==> config.mk <==
export PLATFORM = sky130hd
export DESIGN_NAME = jk_excitation_driver
export DESIGN_NICKNAME = d
export VERILOG_FILES = /design/src/rtl/jk_pkg.sv /design/src/rtl/jk_excitation_driver.sv
export SDC_FILE = /design/constraint.sdc
export NUM_CORES = 1
export LEC_CHECK = 0
export CAP_MARGIN = 20
export CELL_PAD_IN_SITES_DETAIL_PLACEMENT = 1
export CELL_PAD_IN_SITES_GLOBAL_PLACEMENT = 1
export CORE_MARGIN = 2
export CORE_UTILIZATION = 37
export CTS_CLUSTER_SIZE = 8
export DETAILED_ROUTE_END_ITERATION = 10
export HOLD_SLACK_MARGIN = 0.12
export PLACE_DENSITY = 0.82
export SKIP_CTS_REPAIR_TIMING = 1
export SKIP_LAST_GASP = 1
export SLEW_MARGIN = 15
export SYNTH_ARGS = -nofsm -noshare
export SYNTH_HDL_FRONTEND = slang
export SYNTH_SLANG_ARGS = --single-unit
==> constraint.sdc <==
create_clock -name clk -period 2.1 [get_ports clk]
set_input_delay 0.63 -clock clk [delete_from_list [all_inputs] [get_ports clk]]
set_output_delay 0.63 -clock clk [all_outputs]
set_load 0.03 [all_outputs]
==> src/rtl/jk_pkg.sv <==
// jk_pkg: shared state type, JK drive encodings and excitation helper for the JK driver.
package jk_pkg;
  typedef enum logic [1:0] {IDLE, DRIVE, CHECK} jk_state_t;
  localparam logic [1:0] JK_HOLD   = 2'b00;
  localparam logic [1:0] JK_RESET  = 2'b01;
  localparam logic [1:0] JK_SET    = 2'b10;
  localparam logic [1:0] JK_TOGGLE = 2'b11;
  // Returns {j,k}; prefer_toggle picks which don't-care encoding is used.
  function automatic logic [1:0] jk_excite(input logic q, input logic target, input logic prefer_toggle);
    return prefer_toggle ? (q == target ? (q ? JK_SET : JK_RESET) : JK_TOGGLE)
                         : (q == target ? JK_HOLD : (target ? JK_SET : JK_RESET));
  endfunction
endpackage

==> src/rtl/jk_excitation_driver.sv <==
// jk_excitation_driver: steers a JK flip-flop to a requested bit stream and checks its output.
module jk_excitation_driver
  import jk_pkg::*;
#(
  parameter int CNT_W         = 8,
  parameter bit PREFER_TOGGLE = 1'b0
) (
  input  logic             clk,
  input  logic             rst,
  input  logic             tgt_valid,
  input  logic             tgt_bit,
  output logic             tgt_ready,
  output logic             s,
  output logic             r,
  input  logic             q_in,
  input  logic             qbar_in,
  input  logic             clr_cnt,
  output logic             err,
  output logic             illegal,
  output logic [CNT_W-1:0] mis_cnt,
  output logic [CNT_W-1:0] bit_cnt
);
  localparam logic [CNT_W-1:0] CNT_MAX = '1;
  jk_state_t state, state_nx;
  logic exp_bit, accept, fail;
  assign tgt_ready = state == IDLE && rst;
  assign accept    = state == IDLE && tgt_valid;
  assign fail      = q_in != exp_bit || q_in == qbar_in;
  always_comb state_nx = state == IDLE ? (tgt_valid ? DRIVE : IDLE) : (state == DRIVE ? CHECK : IDLE);
  always_ff @(posedge clk or negedge rst)
    if (!rst) state <= IDLE;
    else state <= state_nx;
  // J/K are only non-hold for the single DRIVE cycle.
  always_ff @(posedge clk or negedge rst)
    if (!rst) begin
      {s, r}  <= JK_HOLD;
      exp_bit <= 1'b0;
      err     <= 1'b0;
    end else begin
      {s, r}  <= accept ? jk_excite(q_in, tgt_bit, PREFER_TOGGLE) : JK_HOLD;
      exp_bit <= accept ? tgt_bit : exp_bit;
      err     <= state == CHECK && fail;
    end
  always_ff @(posedge clk or negedge rst)
    if (!rst) begin
      illegal <= 1'b0;
      mis_cnt <= '0;
      bit_cnt <= '0;
    end else if (clr_cnt) begin
      illegal <= 1'b0;
      mis_cnt <= '0;
      bit_cnt <= '0;
    end else if (state == CHECK) begin
      illegal <= illegal | (q_in == qbar_in);
      mis_cnt <= fail && mis_cnt != CNT_MAX ? mis_cnt + 1'b1 : mis_cnt;
      bit_cnt <= bit_cnt != CNT_MAX ? bit_cnt + 1'b1 : bit_cnt;
    end
endmodule
== Word-level counts from Yosys, hierarchy flattened ==
Cells that the tools add are included.
Word-level totals
  register bits: 23
  output and inout bits: 21
  logic and storage cells: 43
Operators by class
  add/sub/neg operators: 2
  equality and inequality tests: 7
  mux-type cells: 14
  bitwise operators: 1
  reduce and logical (&&, ||, !) cells: 11
Operator list (count)
  two-way mux 8 bit: 6
  adder 8 x 1 -> 8 bit (second input constant): 2
  != test 8 bit (second input constant): 2
  two-way mux 2 bit: 5
  nonzero test 2 bit: 3
  logical AND 1 bit: 4
  AND reduction 2 bit: 2
  two-way mux 1 bit: 3
  equality test 1 bit: 2
  equality test 2 x 1 -> 1 bit (second input constant): 1
  equality test 2 bit (second input constant): 1
  logical NOT 2 bit: 1
  logical OR 1 bit: 1
  != test 1 bit: 1
  OR 1 bit: 1

== Logic depth before layout (Yosys ltp) ==
Gate-level depths: netlist (run 1).
  depth in word-level cells: 6
  gate-level depth with buffers: 5

== Worst setup path before layout (run 1) ==
Ideal clock, no wire load.
  kind: flip-flop to flip-flop
  start point: reg mis_cnt[0]
  end point: reg mis_cnt[3]
  setup time: 0.078 ns
  arrival time: 1.643 ns
  required time: 2.022 ns
  path slack: 0.379 ns
  stages on the path, launching flop included: 6
  period minus slack after synthesis: 1.721 ns
  cells stage by stage: dfrtp_1 ha_1 nand3_1 nor2_1 or4_1 a21oi_1
On the way
  longest elaborated chain between the ends: 4
  elaborated cells between the ends (all ways): 8
Ends and longest elaborated chain
  from (decl): line jk_excitation_driver.sv:20  | output logic [CNT_W-1:0] mis_cnt,
  from (signal assigned): line jk_excitation_driver.sv:55  | mis_cnt <= fail && mis_cnt != CNT_MAX ? mis_cnt + 1'b1 : mis_cnt;
  adder 8 x 1 -> 8 bit / != test 8 bit (equally long branches): line jk_excitation_driver.sv:55
  two-way mux 8 bit / logical AND 1 bit (equally long branches): line jk_excitation_driver.sv:55
  two-way mux 8 bit / nonzero test 2 bit (equally long branches)
  two-way mux 8 bit / AND reduction 2 bit (equally long branches)
Several ways; a longest one is shown, not always the timed one. The select of a mux whose other input is x is not followed.
A chain may end at the register's enable or synchronous reset.

== Worst setup path in the final report (run 1) ==
  start point: in rst
  end point: out tgt_ready
On the way
  longest elaborated chain between the ends: 1
Ends and longest elaborated chain
  from (decl): line jk_excitation_driver.sv:9  | input logic rst,
  logical AND 1 bit: line jk_excitation_driver.sv:26  | assign tgt_ready = state == IDLE && rst;
  to (decl): line jk_excitation_driver.sv:12  | output logic tgt_ready,
No other way between the ends.

==> results.md, run 1 <==
- Status: completed
- PD cells: 552.1 nW/um^2
- Worst Setup Start Kind: input pin
- Fillers: 341
- Nets: 158
- Design area: 1578 sq um
- Crit path max fanout: 2
- Primary FF master, synth: dfrtp_1
- Antenna violations before repair: 0
- Worst path slowest cell: clkdlybuf4s50_1
- First-pass detailed-route iteration total: 2
- Core Util, Final: 0.5211
- Crit end category: primary output
- Share of layout cells above drive strength 1: 0.1216
- Synth area leaders: dfrtp_1, a21oi_1, nor2_1, a211oi_1, nand2_1
- Clk sinks: 23
- Max_cap viols: 0
- Row count: 20
- Maximum clock insertion buffer count: 2
- Register area share after synthesis: 0.4941
- Global Route Usage Sum: 0.1826
- Worst hold path type: flip-flop to flip-flop
- Final ANT Viol Nets: 0
- Num CTS Buffers: 3
- Core area: 3028 sq um
- Top-count cell post-synth: dfrtp_1
- Post-synth cell types: 37
- Overall power: 871.0 uW
- Area fraction of the dominant cell type after synthesis: 0.4941
- Number of synthesized register bits: 23
- Placed inst area: 1509 sq um
- Crit path DAT: 1.41 ns
- Worst setup path category: input pin to primary output
- GRT overflow: 0
- First-pass GRT wire length: 5.057 mm
- Root buffer cell: clkbuf_4
- Cell area after synthesis: 1165 sq um
- Final Max Slew Viols: 0
- Vias per Instance: 5.307
- Starting Density: 0.3847
- # IOs: 28
- Ant. Diodes: 0
- Initial drt markers: 12
- Tmin final: 2.043 ns
- DPL Wire Length: 2.038 mm
- Final setup violation count: 0
- Final WL: 2.812 mm
- Actual slew at the worst max-slew pin: 0.5022 ns
- Peak VDD IR: 268.5 uV
- Placed Cells: 188
- RSZ-0062 raised after global routing: false
- Area Overhead vs Synth: 35.45%
- Die Ht: 60.11 microns
- Hold Fails Final Rpt: 0
- Setup_tns: 0 ns
- Non-filler cells, final: 192
- Placer Congestion: 0.8122
- Syn_nets: 124
- Critical path required time: 1.47 ns
- Yosys top cell by area: dfrtp_1
- Reg clk slew, reported paths: 0.14 ns
- Post-synth EDFFs: 0
- Synth Instances: 115
- Syn avg cell area: 10.13 sq um
- Final Skew: 0.01024 ns
- Clock Latency Late Sink: 0.32 ns
- Max H-tree Level: 1
- Largest net degree at the start of global routing: 24
- Leak Pwr: 0.0008299 uW
- Total die area: 3613 sq um
- DR vias: 1019
- Asr flop ratio synth: 1.000
- Syn. warnings: 0
- Max frequency: 489.4 MHz
- Worst Path Buf+Inv: 2
- Vias in the first global route: 1157
- Port bufs: 27
- Worst stage delay on the critical path: 0.51 ns
- Die Wd: 60.11 microns
- Post-route DRC: 0
- Kind of cell with the highest combined delay on the critical path: buffers and inverters
- DR WL/cell: 14.65 microns
- Cells along the critical path: clkdlybuf4s50_1 > and2_4 > buf_6
- CTS tree: done
- Tcrit/Tclk final: 0.9731
- Rel. slew slack: 0.6640
- Synth top cells by count: dfrtp_1, nor2_1, a21oi_1, nand2_1, inv_1
path summary, 6_finish.rpt:
| check | depth (start not counted) | from | slack [ns] | endpoint |
|---|---|---|---|---|
| max | 3 | rst | 0.06 | tgt_ready |
| min reg2reg | 1 | state[1] | 0.50 | state[1] |
| max reg2reg | 5 | mis_cnt[0] | 0.29 | mis_cnt[5] |
| min in group asynchronous | 2 | rst | 0.73 | r |
| min | 1 | state[1] | 0.50 | state[1] |
| max in group asynchronous | 2 | rst | 1.12 | mis_cnt[2] |
per-layer routing:
layer  vias to the layer above  share of wire  wire [microns]  GRT usage
met1                       512           0.46            1298     0.2215
li1                        488              -               -          -
met4                         0         0.0036              10    0.05714
met3                         2          0.023              65    0.01948
met2                        17           0.51            1437     0.3339
met5                         -              0               0          0
layout make-up:
class                   instances  area (sq um)  share of cell area
well taps                      44         55.05             0.03489
multi-input cells              82         545.5              0.3458
repair buffers                 33         349.1              0.2213
clock buffers                   3         22.52             0.01427
inverters                       6         22.52             0.01427
clock inverters                 1         7.507            0.004758
flip-flops and latches         23         575.6              0.3648
where the power goes:
group	internal (uW)	switching, uW	total [uW]
logic	75.1	92.3	167
clock network	72.6	146	219
registers	464	20.5	485
total	612	259	871
per-stage QoR:
stage / setup slack (ns) / hold slack [ns]
floorplan: 0.3791 / 0.3344
global placement: -0.06707 / 0.4612
detailed placement: -0.1350 / 0.4719
CTS: -0.07912 / 0.4957
global route: 0.008717 / 0.5158
finish: 0.05657 / 0.4987
placed cells by master, fill, tap and decap left out, types with 2 or more instances in the layout:
cell and count:
a211oi_1 4, a21oi_1 8, and4_1 3, buf_4 6, clkbuf_4 3, clkdlybuf4s50_1 13
dfrtp_1 23, dlymetal6s2s_1 13, ha_1 2, inv_1 6, nand2_1 8, nand3_1 5
nand4_1 3, nor2_1 10, nor3_1 5, nor3b_1 2, o21ai_0 4, o31ai_1 3
or3_1 3, or4_1 2, xnor2_1 3
logic make-up after synthesis:
family | after synthesis | share of synthesized area
buf+inv | 10 | 0.03974
simple gates | 49 | 0.2385
mux | 2 | 0.01826
fa+ha+maj | 2 | 0.02148
compound gates | 26 | 0.1654
flops | 23 | 0.4941
xor+xnor | 3 | 0.02256
flip-flops by register name (all words and copies together), names as in the netlist:
signal and flops:
s 1, state 2, mis_cnt 8, r 1, err 1, illegal 1, bit_cnt 8, exp_bit 1
worst register-to-register path: stages, from the launching register on:
cell and delay (ns):
dfrtp_1 0.46, ha_1 0.24, nand3_1 0.21, nor2_1 0.19, or4_1 0.49, a21oi_1 0.15
Note: power is estimated with default switching activity, not from simulation.
==> run 2: changes to the inputs <==
Settings changed: REMOVE_ABC_BUFFERS set to 1.
==> results.md, run 2 (synthesized netlist as in run 1, its figures left out) <==
- Root buffer cell: clkbuf_4
- Fillers: 340 (-0.29%)
- Placed inst area: 1509 sq um (unchanged)
- Status: completed
- DR WL/cell: 14.80 microns (+1.1%)
- Final ANT Viol Nets: 0 (unchanged)
- Leak Pwr: 0.0008096 uW (-2.4%)
- Most common cell after layout, fill and taps aside: dfrtp_1
- Largest net degree at the start of global routing: 24 (unchanged)
- Cells along the critical path: clkdlybuf4s50_1 > and2_1 > buf_4
- Critical path required time: 1.47 ns (about the same)
- DPL Wire Length: 2.141 mm (+5.1%)
- Vias in the first global route: 1128 (-2.5%)
- Total die area: 3613 sq um (unchanged)
- Nets: 158 (unchanged)
- Port bufs: 27 (unchanged)
- Starting Density: 0.3847 (unchanged)
- Hold_sp: state[1]
- R2R setup slack: 0.31 ns (+0.02 ns)
- Global Route Usage Sum: 0.1848 (+0.002209)
- Worst reg2reg path depth: 5 (unchanged)
- Area Overhead vs Synth: 34.37%
- Tmin final: 2.055 ns (+0.01158 ns)
- Worst setup path category: input pin to primary output
- # IOs: 28 (unchanged)
- Worst hold path type: flip-flop to flip-flop
- Max H-tree Level: 1 (unchanged)
- First-pass GRT wire length: 5.078 mm (+0.42%)
- Non-filler cells, final: 192 (unchanged)
- Setup_tns: 0 ns (unchanged)
- Vias per Instance: 5.385 (+1.5%)
- Design area: 1565 sq um (-0.79%)
- CTS tree: done
- Clock Latency Late Sink: 0.30 ns (-0.02 ns)
- Final WL: 2.842 mm (+1.1%)
- Hold Slack: 0.4993 ns (+0.0006560 ns)
- Worst stage delay on the critical path: 0.51 ns (about the same)
- Worst path slowest cell: clkdlybuf4s50_1
- Num CTS Buffers: 3 (unchanged)
- Antenna violations before repair: 0 (unchanged)
- Final Max Slew Viols: 0 (unchanged)
- Tcrit/Tclk final: 0.9786 (+0.005517)
- Die Wd: 60.11 microns (unchanged)
- Initial drt markers: 55 (+43)
- Max_cap viols: 0 (unchanged)
- Hold Fails Final Rpt: 0 (unchanged)
- Row count: 20 (unchanged)
- Maximum clock insertion buffer count: 2 (unchanged)
- Crit end category: primary output
- Crit path max fanout: 2 (unchanged)
- Ant. Diodes: 0 (unchanged)
- Final setup violation count: 0 (unchanged)
- Post-route DRC: 0 (unchanged)
- Reg clk slew, reported paths: 0.12 ns (-0.02 ns)
- Placed Cells: 188 (unchanged)
- GRT overflow: 0 (unchanged)
- Peak VDD IR: 301.1 uV (+12%)
- Hold Path Depth: 1 (unchanged)
- Top Registers: bit_cnt x8, mis_cnt x8, state x2
- Core area: 3028 sq um (unchanged)
- Worst Setup Start Kind: input pin
- Reg-to-reg critical path startpoint: mis_cnt[0]
- First-pass detailed-route iteration total: 4 (+2)
- Placer Congestion: 0.7728 (-4.9%)
- Clk sinks: 23 (unchanged)
- Actual slew at the worst max-slew pin: 0.4896 ns (-0.01252 ns)
- DR vias: 1034 (+1.5%)
- RR Endpoint: mis_cnt[5]
- Core Util, Final: 0.5169 (-0.004132)
- Die Ht: 60.11 microns (unchanged)
- Rel. slew slack: 0.6724 (+0.008376)
- Share of layout cells above drive strength 1: 0.1081 (-0.01351)
- PD cells: 543.7 nW/um^2 (-1.5%)
- Max frequency: 486.6 MHz (-0.56%)
- Hold Path End: state[1]
- Final Skew: 0.003863 ns (-0.006378 ns)
- Most frequent cells in the layout: dfrtp_1, clkdlybuf4s50_1, dlymetal6s2s_1
- Crit path DAT: 1.43 ns (+0.02 ns)
run 2: changes by cell type in the layout (fill, tap and decap cells not counted):
| cell | delta |
|---|---|
| clkbuf_1 | +1 |
| and2_1 | +1 |
| buf_4 | +1 |
| clkdlybuf4s50_1 | +1 |
| buf_6 | -1 |
| and2_4 | -1 |
| clkinvlp_4 | -1 |
| dlymetal6s2s_1 | -1 |
run 2: worst max path at each step:
stage	startpoint	to	slack, ns	depth (start not counted)
finish	rst	tgt_ready	0.04	3
global route	bit_cnt[1]	bit_cnt[1]	-0.001	1
CTS	bit_cnt[2]	bit_cnt[2]	-0.05	1
detailed placement	q_in	mis_cnt[5]	-0.17	5
global placement	q_in	mis_cnt[0]	-0.08	6
floorplan	mis_cnt[0]	mis_cnt[3]	0.38	5
run 2: cell type report:
class	count	area, sq um	share of cell area
sequential	23	575.6	0.3677
clock buffer	4	26.28	0.01679
inverter	6	22.52	0.01439
multi-input combinational	82	543.0	0.3469
timing repair buffer	33	342.8	0.2190
tap	44	55.05	0.03517
run 2: layer usage:
| metal | vias to the layer above | part of all wire | global-route usage |
|---|---|---|---|
| met5 | - | 0 | 0 |
| met4 | 0 | 0 | 0.05079 |
| met3 | 0 | 0.033 | 0.02381 |
| met2 | 21 | 0.52 | 0.3059 |
| met1 | 526 | 0.44 | 0.2527 |
| li1 | 487 | - | - |
run 2: power by group:
group	total (uW)	switching (uW)	internal (uW)
clock	200	126	74.0
sequential	485	20.5	464
combinational	166	93.9	72.2
run 2: critical path: cells and delay by family:
kind / cells / cell delay [ns]
simple gates: 1 / 0.13
buf+inv: 2 / 0.66
run 2: per-stage QoR:
step	setup WS (ns)	total power, uW
finish	0.04499	851.0
global route	-0.001333	903.5
CTS	-0.05117	866.1
detailed placement	-0.1688	663.9
global placement	-0.07756	654.3
floorplan	0.3798	577.2
==> run 3: changes to the inputs <==
Settings changed: GPL_TIMING_DRIVEN set to 0.
==> results.md, run 3 (synthesized netlist as in run 1, its figures left out) <==
- Vias in the first global route: 1035 (-8.2%)
- Clock Latency Late Sink: 0.30 ns (about the same)
- Most common cell after layout, fill and taps aside: dfrtp_1
- Initial drt markers: 26 (-53%)
- Placed Cells: 182 (-3.2%)
- Cells along the critical path: clkdlybuf4s50_1
- PD cells: 551.1 nW/um^2 (+1.4%)
- Starting Density: 0.3847 (unchanged)
- First-pass GRT wire length: 4.519 mm (-11%)
- Non-filler cells, final: 191 (-0.52%)
- Rel. slew slack: 0.5857 (-0.08665)
- Final Max Slew Viols: 0 (unchanged)
- Worst hold path type: input pin to asynchronous set/reset pin
- Leak Pwr: 0.0008391 uW (+3.6%)
- # IOs: 28 (unchanged)
- Final Skew: 0.001275 ns (-0.002588 ns)
- Worst path slowest cell: clkdlybuf4s50_1
- Reg clk slew, reported paths: 0.13 ns (about the same)
- Total die area: 3613 sq um (unchanged)
- Post-route setup slack: 0.04835 ns (+0.003362 ns)
- Place WS: -1.344 ns (-1.175 ns)
- Placer Congestion: 0.7883 (+2.0%)
- Critical path required time: 1.47 ns (about the same)
- Most frequent cells in the layout: dfrtp_1, dlymetal6s2s_1, clkdlybuf4s50_1
- Max_cap viols: 0 (unchanged)
- Antenna violations before repair: 0 (unchanged)
- Port bufs: 27 (unchanged)
- Core area: 3028 sq um (unchanged)
- Design area: 1579 sq um (+0.88%)
- Share of layout cells above drive strength 1: 0.1088 (+0.0007354)
- Clk sinks: 23 (unchanged)
- Max H-tree Level: 1 (unchanged)
- Worst stage delay on the critical path: 0.69 ns (+0.18 ns)
- Largest net degree at the start of global routing: 25 (+4.2%)
- First-pass detailed-route iteration total: 4 (unchanged)
- Max frequency: 487.4 MHz (+0.16%)
- Worst Setup Start Kind: flip-flop
- Die Ht: 60.11 microns (unchanged)
- Final setup violation count: 0 (unchanged)
- Crit end category: primary output
- Post-route DRC: 0 (unchanged)
- Top Registers: bit_cnt x8, mis_cnt x8, state x2
- Tmin final: 2.052 ns (-0.003362 ns)
- Peak VDD IR: 290.7 uV (-3.5%)
- Final ANT Viol Nets: 0 (unchanged)
- Actual slew at the worst max-slew pin: 0.6195 ns (+0.1298 ns)
- Global Route Usage Sum: 0.1652 (-0.01964)
- Tcrit/Tclk final: 0.9770 (-0.001601)
- Ant. Diodes: 0 (unchanged)
- Placed inst area: 1466 sq um (-2.8%)
- DR vias: 1007 (-2.6%)
- Row count: 20 (unchanged)
- Hold Slack: 0.1487 ns (-0.3506 ns)
- DPL Wire Length: 1.968 mm (-8.1%)
- Worst Path Buf+Inv: 1 (-1)
- Root buffer cell: clkbuf_4
- Status: completed
- Final WL: 2.816 mm (-0.91%)
- Crit path DAT: 1.42 ns (about the same)
- Num CTS Buffers: 3 (unchanged)
- CTS tree: done
- Area Overhead vs Synth: 35.55%
- Crit path max fanout: 4 (+2)
- Setup_tns: 0 ns (unchanged)
- GRT overflow: 0 (unchanged)
- Fillers: 333 (-2.1%)
- DR WL/cell: 14.74 microns (-0.40%)
- RSZ-0062 raised after global routing: false
- Vias per Instance: 5.272 (-2.1%)
- Nets: 157 (-0.63%)
- Kind of cell with the highest combined delay on the critical path: buffers and inverters
- Worst setup path category: flip-flop to primary output
- Hold Fails Final Rpt: 0 (unchanged)
- Maximum clock insertion buffer count: 2 (unchanged)
- Die Wd: 60.11 microns (unchanged)
-- run 3: changes by cell type in the layout (fill, tap and decap cells not counted), sizes merged --
| cell | before | now |
|---|---|---|
| dlymetal6s2s | 12 | 14 |
| clkinv | 0 | 1 |
| clkbuf | 4 | 3 |
| buf | 7 | 6 |
| clkdlybuf4s50 | 14 | 12 |
-- run 3: per-layer routing --
layer	track usage	wire length [microns]	up-vias
met5	0	0	-
met4	0.04762	18	0
met3	0.02165	90	2
met2	0.2935	1465	19
met1	0.2073	1242	499
li1	-	-	487
-- run 3: through the flow --
step	utilization	total power, uW
finish	0.5215	870.2
global route	0.5215	912.3
CTS	0.4934	859.9
detailed placement	0.4843	652.5
global placement	0.4843	643.6
floorplan	-	577.2
-- run 3: area by class of cell --
class                   instances  area (sq um)  area share
clock inverters                 1         5.005    0.003170
inverters                       6         22.52     0.01426
clock buffers                   3         22.52     0.01426
multi-input cells              82         554.3      0.3510
well taps                      44         55.05     0.03487
repair buffers                 32         344.1      0.2179
flip-flops and latches         23         575.6      0.3645
-- run 3: final timing paths --
check,start,end,slack (ns),cells past startpoint
max in group asynchronous,rst,bit_cnt[7],1.77,1
setup / recovery,bit_cnt[5],bit_cnt[5],0.05,1
hold reg to reg,state[1],state[1],0.49,1
min in group clk,state[1],state[1],0.49,1
setup reg to reg,mis_cnt[0],mis_cnt[5],0.29,5
hold / removal,rst,mis_cnt[4],0.15,1
-- run 3: where the power goes --
| part | total, uW | internal, uW | switching [uW] | leakage, uW |
|---|---|---|---|---|
| clock network | 208 | 71.0 | 137 | 0.0000177 |
| registers | 487 | 464 | 22.2 | 0.000315 |
| logic | 176 | 79.2 | 96.8 | 0.000507 |
| total | 870 | 615 | 256 | 0.000839 |
